### config.mk
export PLATFORM = sky130hd
export DESIGN_NAME = nios_system_input_capture_flat
export DESIGN_NICKNAME = d
export VERILOG_FILES = /design/src/rtl/nios_system_input_capture_pkg.sv /design/src/rtl/nios_system_input_capture_if.sv /design/src/rtl/nios_system_input_debounce.sv /design/src/rtl/nios_system_input_capture.sv /design/src/flat_wrapper.sv
export SDC_FILE = /design/constraint.sdc
export NUM_CORES = 1
export LEC_CHECK = 0
export ABC_AREA = 1
export BUFFER_PORTS_ARGS = -buffer_cell sky130_fd_sc_hd__buf_2
export CAP_MARGIN = 20
export CORE_ASPECT_RATIO = 0.75
export CORE_MARGIN = 2
export CORE_UTILIZATION = 35
export CTS_CLUSTER_SIZE = 24
export DETAILED_ROUTE_END_ITERATION = 10
export HOLD_SLACK_MARGIN = 0.08
export PLACE_DENSITY = 0.69
export SLEW_MARGIN = 20
export SYNTH_ARGS = -nofsm -noshare
export SYNTH_HDL_FRONTEND = slang
export SYNTH_SLANG_ARGS = --single-unit
### constraint.sdc
create_clock -name clk -period 0.8 [get_ports clk]
set_input_delay 0.12 -clock clk [delete_from_list [all_inputs] [get_ports clk]]
set_output_delay 0.12 -clock clk [all_outputs]
set_load 0.1 [all_outputs]
### src/rtl/nios_system_input_capture_pkg.sv
// Shared constants and helpers for the nios_system_input_capture parallel input port.
package nios_system_input_capture_pkg;

    localparam int unsigned ADDR_W = 2;
    localparam int unsigned DATA_W = 32;
    localparam int unsigned CNT_W  = 16;

    localparam logic [ADDR_W-1:0] ADDR_DATA    = 2'd0;
    localparam logic [ADDR_W-1:0] ADDR_IRQMASK = 2'd2;
    localparam logic [ADDR_W-1:0] ADDR_EDGECAP = 2'd3;

    localparam int unsigned EDGE_RISING  = 0;
    localparam int unsigned EDGE_FALLING = 1;
    localparam int unsigned EDGE_ANY     = 2;

    // Per-bit edge vector; unknown encodings fall back to rising.
    function automatic logic [DATA_W-1:0] detect_edge(
        input int unsigned       edge_type,
        input logic [DATA_W-1:0] filt,
        input logic [DATA_W-1:0] prev
    );
        logic [DATA_W-1:0] res;
        case (edge_type)
            EDGE_FALLING: res = ~filt & prev;
            EDGE_ANY:     res = filt ^ prev;
            default:      res = filt & ~prev;
        endcase
        return res;
    endfunction

endpackage

### src/rtl/nios_system_input_capture_if.sv
// Avalon-MM slave bus bundle for the input capture port.
interface nios_system_input_capture_if;
    import nios_system_input_capture_pkg::*;

    logic [ADDR_W-1:0] address;
    logic              chipselect;
    logic              write_n;
    logic [DATA_W-1:0] writedata;
    logic [DATA_W-1:0] readdata;

    modport master (output address, chipselect, write_n, writedata, input readdata);
    modport slave  (input address, chipselect, write_n, writedata, output readdata);

endinterface

### src/rtl/nios_system_input_debounce.sv
// Single-bit stable-count filter; only built with NIOS_SYSTEM_INPUT_DEBOUNCE_EN defined.
`ifdef NIOS_SYSTEM_INPUT_DEBOUNCE_EN
module nios_system_input_debounce
    import nios_system_input_capture_pkg::*;
#(
    parameter int unsigned DEBOUNCE_CYCLES = 16
) (
    input  logic clk,
    input  logic reset,
    input  logic din,
    output logic dout
);

    localparam logic [CNT_W-1:0] CNT_LAST = CNT_W'(DEBOUNCE_CYCLES - 1);

    logic [CNT_W-1:0] cnt_q, cnt_d;
    logic             filt_q, filt_d;

    always_ff @(posedge clk) begin
        if (reset) begin
            cnt_q  <= '0;
            filt_q <= 1'b0;
        end else begin
            cnt_q  <= cnt_d;
            filt_q <= filt_d;
        end
    end

    // Any sample agreeing with the filtered value restarts the stability count.
    always_comb begin
        cnt_d  = cnt_q;
        filt_d = filt_q;
        if (din == filt_q) begin
            cnt_d = '0;
        end else if (cnt_q == CNT_LAST) begin
            filt_d = din;
            cnt_d  = '0;
        end else begin
            cnt_d = cnt_q + CNT_W'(1);
        end
    end

    assign dout = filt_q;

endmodule
`endif

### src/rtl/nios_system_input_capture.sv
// Avalon-MM parallel input port: sync, edge capture (W1C), maskable level irq.
// Optional per-bit debounce filter enabled by NIOS_SYSTEM_INPUT_DEBOUNCE_EN.
module nios_system_input_capture
    import nios_system_input_capture_pkg::*;
#(
    parameter int unsigned WIDTH           = 4,
    parameter int unsigned EDGE_TYPE       = 0,
    parameter int unsigned DEBOUNCE_CYCLES = 16
) (
    input  logic                         clk,
    input  logic                         reset,
    nios_system_input_capture_if.slave   avs,
    input  logic [WIDTH-1:0]             in_port,
    output logic                         irq
);

    logic [WIDTH-1:0] sync1_q, sync1_d;
    logic [WIDTH-1:0] sync2_q, sync2_d;
    logic [WIDTH-1:0] prev_q, prev_d;
    logic [WIDTH-1:0] irq_mask_q, irq_mask_d;
    logic [WIDTH-1:0] edge_cap_q, edge_cap_d;
    logic [WIDTH-1:0] filt;
    logic [WIDTH-1:0] edge_vec;
    logic [WIDTH-1:0] wdata_w;
    logic             wr_en;
    logic             unused_wdata;

    assign wr_en        = avs.chipselect & ~avs.write_n;
    assign wdata_w      = avs.writedata[WIDTH-1:0];
    assign unused_wdata = ^avs.writedata;

`ifdef NIOS_SYSTEM_INPUT_DEBOUNCE_EN
    for (genvar i = 0; i < WIDTH; i++) begin : g_db
        nios_system_input_debounce #(
            .DEBOUNCE_CYCLES (DEBOUNCE_CYCLES)
        ) u_db (
            .clk   (clk),
            .reset (reset),
            .din   (sync2_q[i]),
            .dout  (filt[i])
        );
    end
`else
    assign filt = sync2_q;
`endif

    always_ff @(posedge clk) begin
        if (reset) begin
            sync1_q    <= '0;
            sync2_q    <= '0;
            prev_q     <= '0;
            irq_mask_q <= '0;
            edge_cap_q <= '0;
        end else begin
            sync1_q    <= sync1_d;
            sync2_q    <= sync2_d;
            prev_q     <= prev_d;
            irq_mask_q <= irq_mask_d;
            edge_cap_q <= edge_cap_d;
        end
    end

    // A newly detected edge overrides a same-cycle write-1-to-clear on that bit.
    always_comb begin
        sync1_d    = in_port;
        sync2_d    = sync1_q;
        prev_d     = filt;
        edge_vec   = WIDTH'(detect_edge(EDGE_TYPE, DATA_W'(filt), DATA_W'(prev_q)));
        irq_mask_d = irq_mask_q;
        edge_cap_d = edge_cap_q;
        if (wr_en && (avs.address == ADDR_IRQMASK)) begin
            irq_mask_d = wdata_w;
        end
        if (wr_en && (avs.address == ADDR_EDGECAP)) begin
            edge_cap_d = edge_cap_q & ~wdata_w;
        end
        edge_cap_d = edge_cap_d | edge_vec;
    end

    always_comb begin
        avs.readdata = '0;
        case (avs.address)
            ADDR_DATA:    avs.readdata = DATA_W'(filt);
            ADDR_IRQMASK: avs.readdata = DATA_W'(irq_mask_q);
            ADDR_EDGECAP: avs.readdata = DATA_W'(edge_cap_q);
            default:      avs.readdata = '0;
        endcase
    end

    assign irq = |(edge_cap_q & irq_mask_q);

endmodule
### src/flat_wrapper.sv
// flat-port wrapper written by rule: the top's interface ports become plain ports
module nios_system_input_capture_flat import nios_system_input_capture_pkg::*;
#(
    parameter int unsigned WIDTH           = 4,
    parameter int unsigned EDGE_TYPE       = 0,
    parameter int unsigned DEBOUNCE_CYCLES = 16
)
  (clk, reset, in_port, irq, avs_address, avs_chipselect, avs_write_n, avs_writedata, avs_readdata);
  nios_system_input_capture_if avs_i ();
  input  logic clk;
  input  logic reset;
  input  logic [WIDTH-1:0] in_port;
  output logic irq;
  input wire logic [$bits(avs_i.address)-1:0] avs_address;
  input wire logic [$bits(avs_i.chipselect)-1:0] avs_chipselect;
  input wire logic [$bits(avs_i.write_n)-1:0] avs_write_n;
  input wire logic [$bits(avs_i.writedata)-1:0] avs_writedata;
  output wire logic [$bits(avs_i.readdata)-1:0] avs_readdata;
  assign avs_i.address = avs_address;
  assign avs_i.chipselect = avs_chipselect;
  assign avs_i.write_n = avs_write_n;
  assign avs_i.writedata = avs_writedata;
  assign avs_readdata = avs_i.readdata;
  nios_system_input_capture #(.WIDTH(WIDTH), .EDGE_TYPE(EDGE_TYPE), .DEBOUNCE_CYCLES(DEBOUNCE_CYCLES)) u_core (.clk(clk), .reset(reset), .avs(avs_i), .in_port(in_port), .irq(irq));
endmodule
Word level (Yosys, flattened, before mapping)
Cells that the tools add are included.
{"block": "word_totals", "ff_bits": 20, "inputBits": 42, "out_inout_bits": 33, "wordCells": 21}
{"block": "classes", "n_eq_ne": 2, "n_mux": 2, "bitwise": 8, "n_reduce_logical": 4}
{"op": "bitwise AND 4 bit", "count": 3}
{"op": "one-hot mux 4 bit (3 select lines)", "count": 1}
{"op": "inverter 4 bit", "count": 2}
{"op": "== test 2 bit (second input constant)", "count": 2}
{"op": "2-to-1 mux 4 bit", "count": 1}
{"op": "OR 4 bit", "count": 1}
{"op": "OR reduction 4 bit", "count": 1}
{"op": "logical AND 1 bit", "count": 2}
{"op": "zero test 2 bit", "count": 1}
{"op": "bitwise AND 1 bit", "count": 1}
{"op": "inverter 1 bit", "count": 1}

Depth between registers and ports, before layout
Gate-level depths: netlist of the first run.
{"block": "logic_depth", "depth_word": 5, "depth_mapped": 5, "mapped_depth_nobuf": 5}

Worst setup path after synthesis of the first run
Ideal clock, no wire load.
{"block": "synth_timing", "path_type": "reg2out", "startpoint": "register u_core.edge_cap_q[0]", "endpoint": "output port avs_readdata[0]", "t_arrival_ps": 1827, "t_required_ps": 680, "path_slack_ps": -1147, "path_stages_with_launch": 3, "path_buffers": 0, "path_cell_list": "dfxtp_1 -> inv_1 -> o211ai_1"}
{"block": "synth_via", "elab_chain_len": 1}
{"item": "start, declared", "line": "nios_system_input_capture.sv:21", "rtl": "logic [WIDTH-1:0] edge_cap_q, edge_cap_d;"}
{"item": "start signal, assigned", "line": "nios_system_input_capture.sv:59", "rtl": "edge_cap_q <= edge_cap_d;"}
{"item": "one-hot mux 4 bit (3 select lines)", "line": "nios_system_input_capture.sv:82", "rtl": "case (avs.address)"}
{"item": "end, declared", "line": "flat_wrapper.sv:18", "rtl": "output wire logic [$bits(avs_i.readdata)-1:0] avs_readdata;"}
No other way between the ends.

Worst setup path after layout of the first run
Same ends and word-level chain as after synthesis.

==> results of run 1 <==
-- cells by family after synthesis --
group | after synthesis | share of synthesized area, %
other cells | 1 | 0.357
simple gates | 68 | 26.7
compound gates | 4 | 2.86
flops | 20 | 38.1
buf+inv | 60 | 31.9
-- flip-flops by register name, summed over array words and instances (netlist names) --
| name | count |
|---|---|
| u_core.irq_mask_q | 4 |
| u_core.edge_cap_q | 4 |
| u_core.prev_q | 4 |
| u_core.sync1_q | 4 |
| u_core.filt | 4 |
-- timing repair --
item	4_1_cts	5_1_grt
pin swaps	1	1
setup endpoints to repair	5	5
gates resized for setup	2	2
cloned	0	0
hold buffers	4	0
hold endpoints to repair	4	0
-- Yosys cell counts --
master | instances | share of area [%]
dfxtp_1 | 20 | 38
nor2_1 | 25 | 8.9
nand2_1 | 31 | 11
nand4_1 | 1 | 0.60
conb_1 | 1 | 0.36
inv_2 | 1 | 0.36
inv_1 | 29 | 10
nor2_4 | 1 | 1.1
nand3_1 | 8 | 3.8
nor2_2 | 2 | 1.2
o211ai_1 | 4 | 2.9
buf_2 | 1 | 0.48
buf_4 | 29 | 21
-- stage by stage --
step / hold slack [ps] / instances
floorplan: 227 / 180
global placement: 319 / 209
detailed placement: 329 / 209
CTS: 143 / 217
global route: 160 / 217
finish: 144 / 217
-- worst max-delay path, stage by stage (launching register included) --
cell	delay, ps
dfxtp_2	350
inv_2	40
o211ai_1	250
buf_12	220
-- cells in the final DEF (no fill, tap or decap) --
cell type | Yosys | routed
buf_2 | 1 | 13
buf_4 | 29 | 3
nor2_2 | 2 | 2
nand3_1 | 8 | 8
nor2_4 | 1 | 1
bufinv_16 | 0 | 1
inv_1 | 29 | 25
o211ai_1 | 4 | 4
conb_1 | 1 | 28
dfxtp_2 | 0 | 8
nand2_1 | 31 | 31
nor2_1 | 25 | 25
inv_2 | 1 | 5
clkbuf_8 | 0 | 3
dfxtp_1 | 20 | 12
buf_12 | 0 | 5
dlygate4sd3_1 | 0 | 4
nand4_1 | 1 | 1
-- routing by layer --
layer	share of wire (%)	up-vias	routed length, µm	track usage [%]
met5	0	-	0	0
met4	1.2	0	20	4.08
met3	5.4	4	91	4.63
met2	47	19	791	18.8
met1	47	349	797	12.9
li1	-	444	-	-
-- power breakdown --
group	total, mW	switching, mW	internal (mW)
combinational	0.890	0.764	0.126
sequential	1.06	0.0214	1.04
clock	1.01	0.343	0.668
total	2.96	1.13	1.84
-- area by class of cell --
class	instances	area, µm²	area share, %
multi-input combinational	100	415	32.3
sequential	20	410	31.9
timing repair buffer	25	228	17.7
inverter	30	113	8.76
tap	38	47.5	3.70
clock buffer	3	41.3	3.21
clock inverter	1	30.0	2.34
-- worst paths after layout --
path | startpoint | endpoint | slack (ps) | depth (start not counted)
worst max-delay path | u_core.edge_cap_q[0]$_SDFF_PP0_ | avs_readdata[0] | -430 | 3
worst min-delay path | avs_writedata[0] | u_core.edge_cap_q[0]$_SDFF_PP0_ | 140 | 4
worst max register to register | u_core.filt[2]$_SDFF_PP0_ | u_core.edge_cap_q[2]$_SDFF_PP0_ | 130 | 4
worst min register to register | u_core.sync1_q[2]$_SDFF_PP0_ | u_core.filt[2]$_SDFF_PP0_ | 400 | 2
==> results_dict.tcl, run 1 <==
set metrics [dict create \
    status "finished with violations" \
    failed_checks "setup timing" \
    critPathArrivalTime_ps 1110 \
    postRouteAntennaNets 0 \
    setup_ws_ps -433 \
    cts_made_buffers 3 \
    post_cts_buffers 0 \
    fin_crit_ps 1230 \
    fp.dieH_um 51.4 \
    crit_path_end_kind "primary output" \
    io_buffers 18 \
    setup_viol 5 \
    diodes 0 \
    final_cell_area_mm2 0.00128 \
    die_area_mm2 0.00346 \
    ir_drop_mv 1.70 \
    synth_cells 153 \
    start_kind "flop" \
    grt_antenna_before_repair 0 \
    pre_cts_slack_ps -233 \
    grt_pass1_vias 693 \
    drtIter0Drc 18 \
    netlist_area_mm2 0.00105 \
    track_usage_pct 11.3 \
    cts_sinks 20 \
    synth_area_per_cell_um2 6.86 \
    hold_violations 0 \
    final_nets 222 \
    crit_fanout 2 \
    clockBufferDepth 2 \
    clk_pin_slew_ps 80 \
    chipWidth_um 67.2 \
    firstDrtPassIters 4 \
    min_path_type "in2reg" \
    postPlaceCellArea_mm2 0.00117 \
    grt_max_degree 17 \
    yosysSeqAreaShare_pct 38.1 \
    num_vias 816 \
    drive_above_1_share_pct 22.9 \
    fin_skew_ps 3.82 \
    synth_cell_types 13 \
    yosys_warnings 0 \
    fillers 308 \
    critPathRequiredTime_ps 680 \
    pin_count 75 \
    finalWirelength_um 1700 \
    start_util_pct 36.3 \
    fin_util_pct 44.4 \
    worstSetupPathType "reg2out" \
    htree_levels 1 \
    rsz0062_at_grt "yes" \
    cts_root_buffer "clkbuf_8" \
    hpwl_um 1340 \
    slew_viol_final 0 \
    power.total_mw 2.96 \
    place_congestion 0.792 \
    fin_crit_sh_pct 154 \
    avgRoutedWirePerCell_um 7.83 \
    via_per_inst 3.76 \
    synth_seq_cells 20 \
    leakage_nw 0.648 \
    drc 0 \
    max_freq_mhz 811 \
    drv_cap 0 \
    cellPowerDensity_mw_per_mm2 2310 \
    grt_pass1_wl_um 2840 \
    grt.overflow.total 0 \
    cts_tree "yes" \
    clock_latency_ps 260 \
    rows 17 \
    core_area_mm2 0.00289 \
    setup_tns_ps -2020 \
    area_delta_synth_final_pct 22.4 \
]
(Power assumes the default switching activity.)
==> run 2, diff against run 1 <==
- PLACE_DENSITY: 0.69 -> unset
- PLACE_DENSITY_LB_ADDON: unset -> 0.08
==> results_dict.tcl, run 2 (same netlist as run 1, synthesis figures left out) <==
set metrics [dict create \
    status "finished with violations" \
    failed_checks "setup timing" \
    drv_cap 0 \
    clock_latency_ps 260 \
    multi_input_area_um2 418 \
    via_per_inst 3.68 \
    grt.overflow.total 0 \
    fillers 321 \
    post_cts_buffers 0 \
    io_buffers 18 \
    min_path_type "in2reg" \
    hpwl_um 1450 \
    die_area_mm2 0.00346 \
    worstSetupPathType "reg2out" \
    core_area_mm2 0.00289 \
    rows 17 \
    drive_above_1_share_pct 24.3 \
    crit_fanout 2 \
    ir_drop_mv 1.27 \
    htree_levels 1 \
    final_common_cell "nand2_1" \
    slew_viol_final 0 \
    worst-r2r-cell-count 4 \
    pin_count 75 \
    r2r_start "u_core.filt[0]$_SDFF_PP0_" \
    drtIter0Drc 24 \
    whs_path_depth 3 \
    critPathRequiredTime_ps 680 \
    mostFrequentLayoutCells "31 x nand2_1, 28 x conb_1, 25 x inv_1" \
    postPlaceCellArea_mm2 0.00120 \
    setup_tns_ps -2020 \
    dp_cells 211 \
    grt_pass1_wl_um 3040 \
    crit_path_end_kind "primary output" \
    drc 0 \
    area_delta_synth_final_pct 25.3 \
    whs_ps 169 \
    cts_root_buffer "clkbuf_8" \
    power.total_mw 2.96 \
    clockBufferDepth 2 \
    cellPowerDensity_mw_per_mm2 2250 \
    path_cells "inv_2 > o211ai_1 > buf_12" \
    fin_crit_sh_pct 153 \
    min_from "reset" \
    postRouteAntennaNets 0 \
    grt_antenna_before_repair 0 \
    start_util_pct 36.3 \
    avgRoutedWirePerCell_um 8.04 \
    fp.dieH_um 51.4 \
    whs_endpoint "u_core.sync1_q[3]$_SDFF_PP0_" \
    track_usage_pct 12.0 \
    final_cell_area_mm2 0.00132 \
    timing.rr.end "u_core.edge_cap_q[0]$_SDFF_PP0_" \
    fin_crit_ps 1230 \
    max_stage_delay_ps 340 \
    clk_pin_slew_ps 70 \
    critPathArrivalTime_ps 1110 \
    finalWirelength_um 1760 \
    leakage_nw 0.662 \
    fin_skew_ps 3.38 \
    firstDrtPassIters 4 \
    num_vias 805 \
    cts_made_buffers 3 \
    cpMaxStageDelayCell "dfxtp_2" \
    grt_max_degree 13 \
    place_congestion 0.748 \
    max_freq_mhz 815 \
    diodes 0 \
    start_kind "flop" \
    grt_pass1_vias 757 \
    setup_viol 5 \
    fin_cells 219 \
    cts_sinks 20 \
    cts_tree "yes" \
    reg2reg_slack_ps 130 \
    final_nets 224 \
    regArea_um2 410 \
    setup_ws_ps -427 \
    hold_violations 0 \
    rsz0062_at_grt "yes" \
    chipWidth_um 67.2 \
]
==> run 2: cell types whose count changed in the layout (fill, tap and decap cells not counted) <==
cell / delta
buf_12: +1
buf_4: +1
nor2_1: -1
nor2_2: +1
==> run 2: how the worst max path moves through the flow <==
stage	from	endpoint	depth (start not counted)
floorplan	u_core.edge_cap_q[0]$_SDFF_PP0_	avs_readdata[0]	2
global placement	avs_address[0]	avs_readdata[1]	6
detailed placement	avs_address[1]	avs_readdata[3]	6
CTS	u_core.edge_cap_q[1]$_SDFF_PP0_	avs_readdata[1]	3
global route	u_core.edge_cap_q[3]$_SDFF_PP0_	avs_readdata[3]	3
finish	u_core.edge_cap_q[1]$_SDFF_PP0_	avs_readdata[1]	3
==> run 2: through the flow <==
stage          util (%)  worst slack (ps)
3_5_place_dp       41.3              -258
6_report           45.5              -427
4_1_cts            45.3              -453
5_1_grt            45.5              -486
2_1_floorplan         -             -1120
3_3_place_gp       41.3              -224
==> run 2: cell type report <==
class,count,area share [%]
tap,38,3.62
multi-input combinational,100,31.8
sequential,20,31.2
clock buffer,3,3.14
timing repair buffer,27,19.4
clock inverter,1,2.28
inverter,30,8.56
==> run 2: per-layer routing <==
metal	global-route usage, %	wire length [µm]	up-vias
met3	4.19	137	2
met2	20.3	764	26
met4	4.08	10	0
met1	14.1	847	332
li1	-	-	445
met5	0	0	-
==> run 2: critical path: cells and delay by family, from the launching register on <==
kind,cells,cell delay [ps]
buf+inv,2,260
compound gates,1,260
flops,1,340
==> run 2: power breakdown <==
group / switching [mW] / total, mW / internal (mW) / leakage [nW]
registers: 0.0214 / 1.06 / 1.04 / 0.168
clock network: 0.326 / 0.993 / 0.667 / 0.0357
logic: 0.767 / 0.906 / 0.139 / 0.458
==> run 2: repair_timing <==
action | 4_1_cts | 5_1_grt
gates cloned | 0 | 0
hold buffers | 4 | 0
endpoints found under the hold margin | 4 | 0
setup endpoints to repair | 5 | 6
resized for setup | 3 | 2
pin swaps | 1 | 2
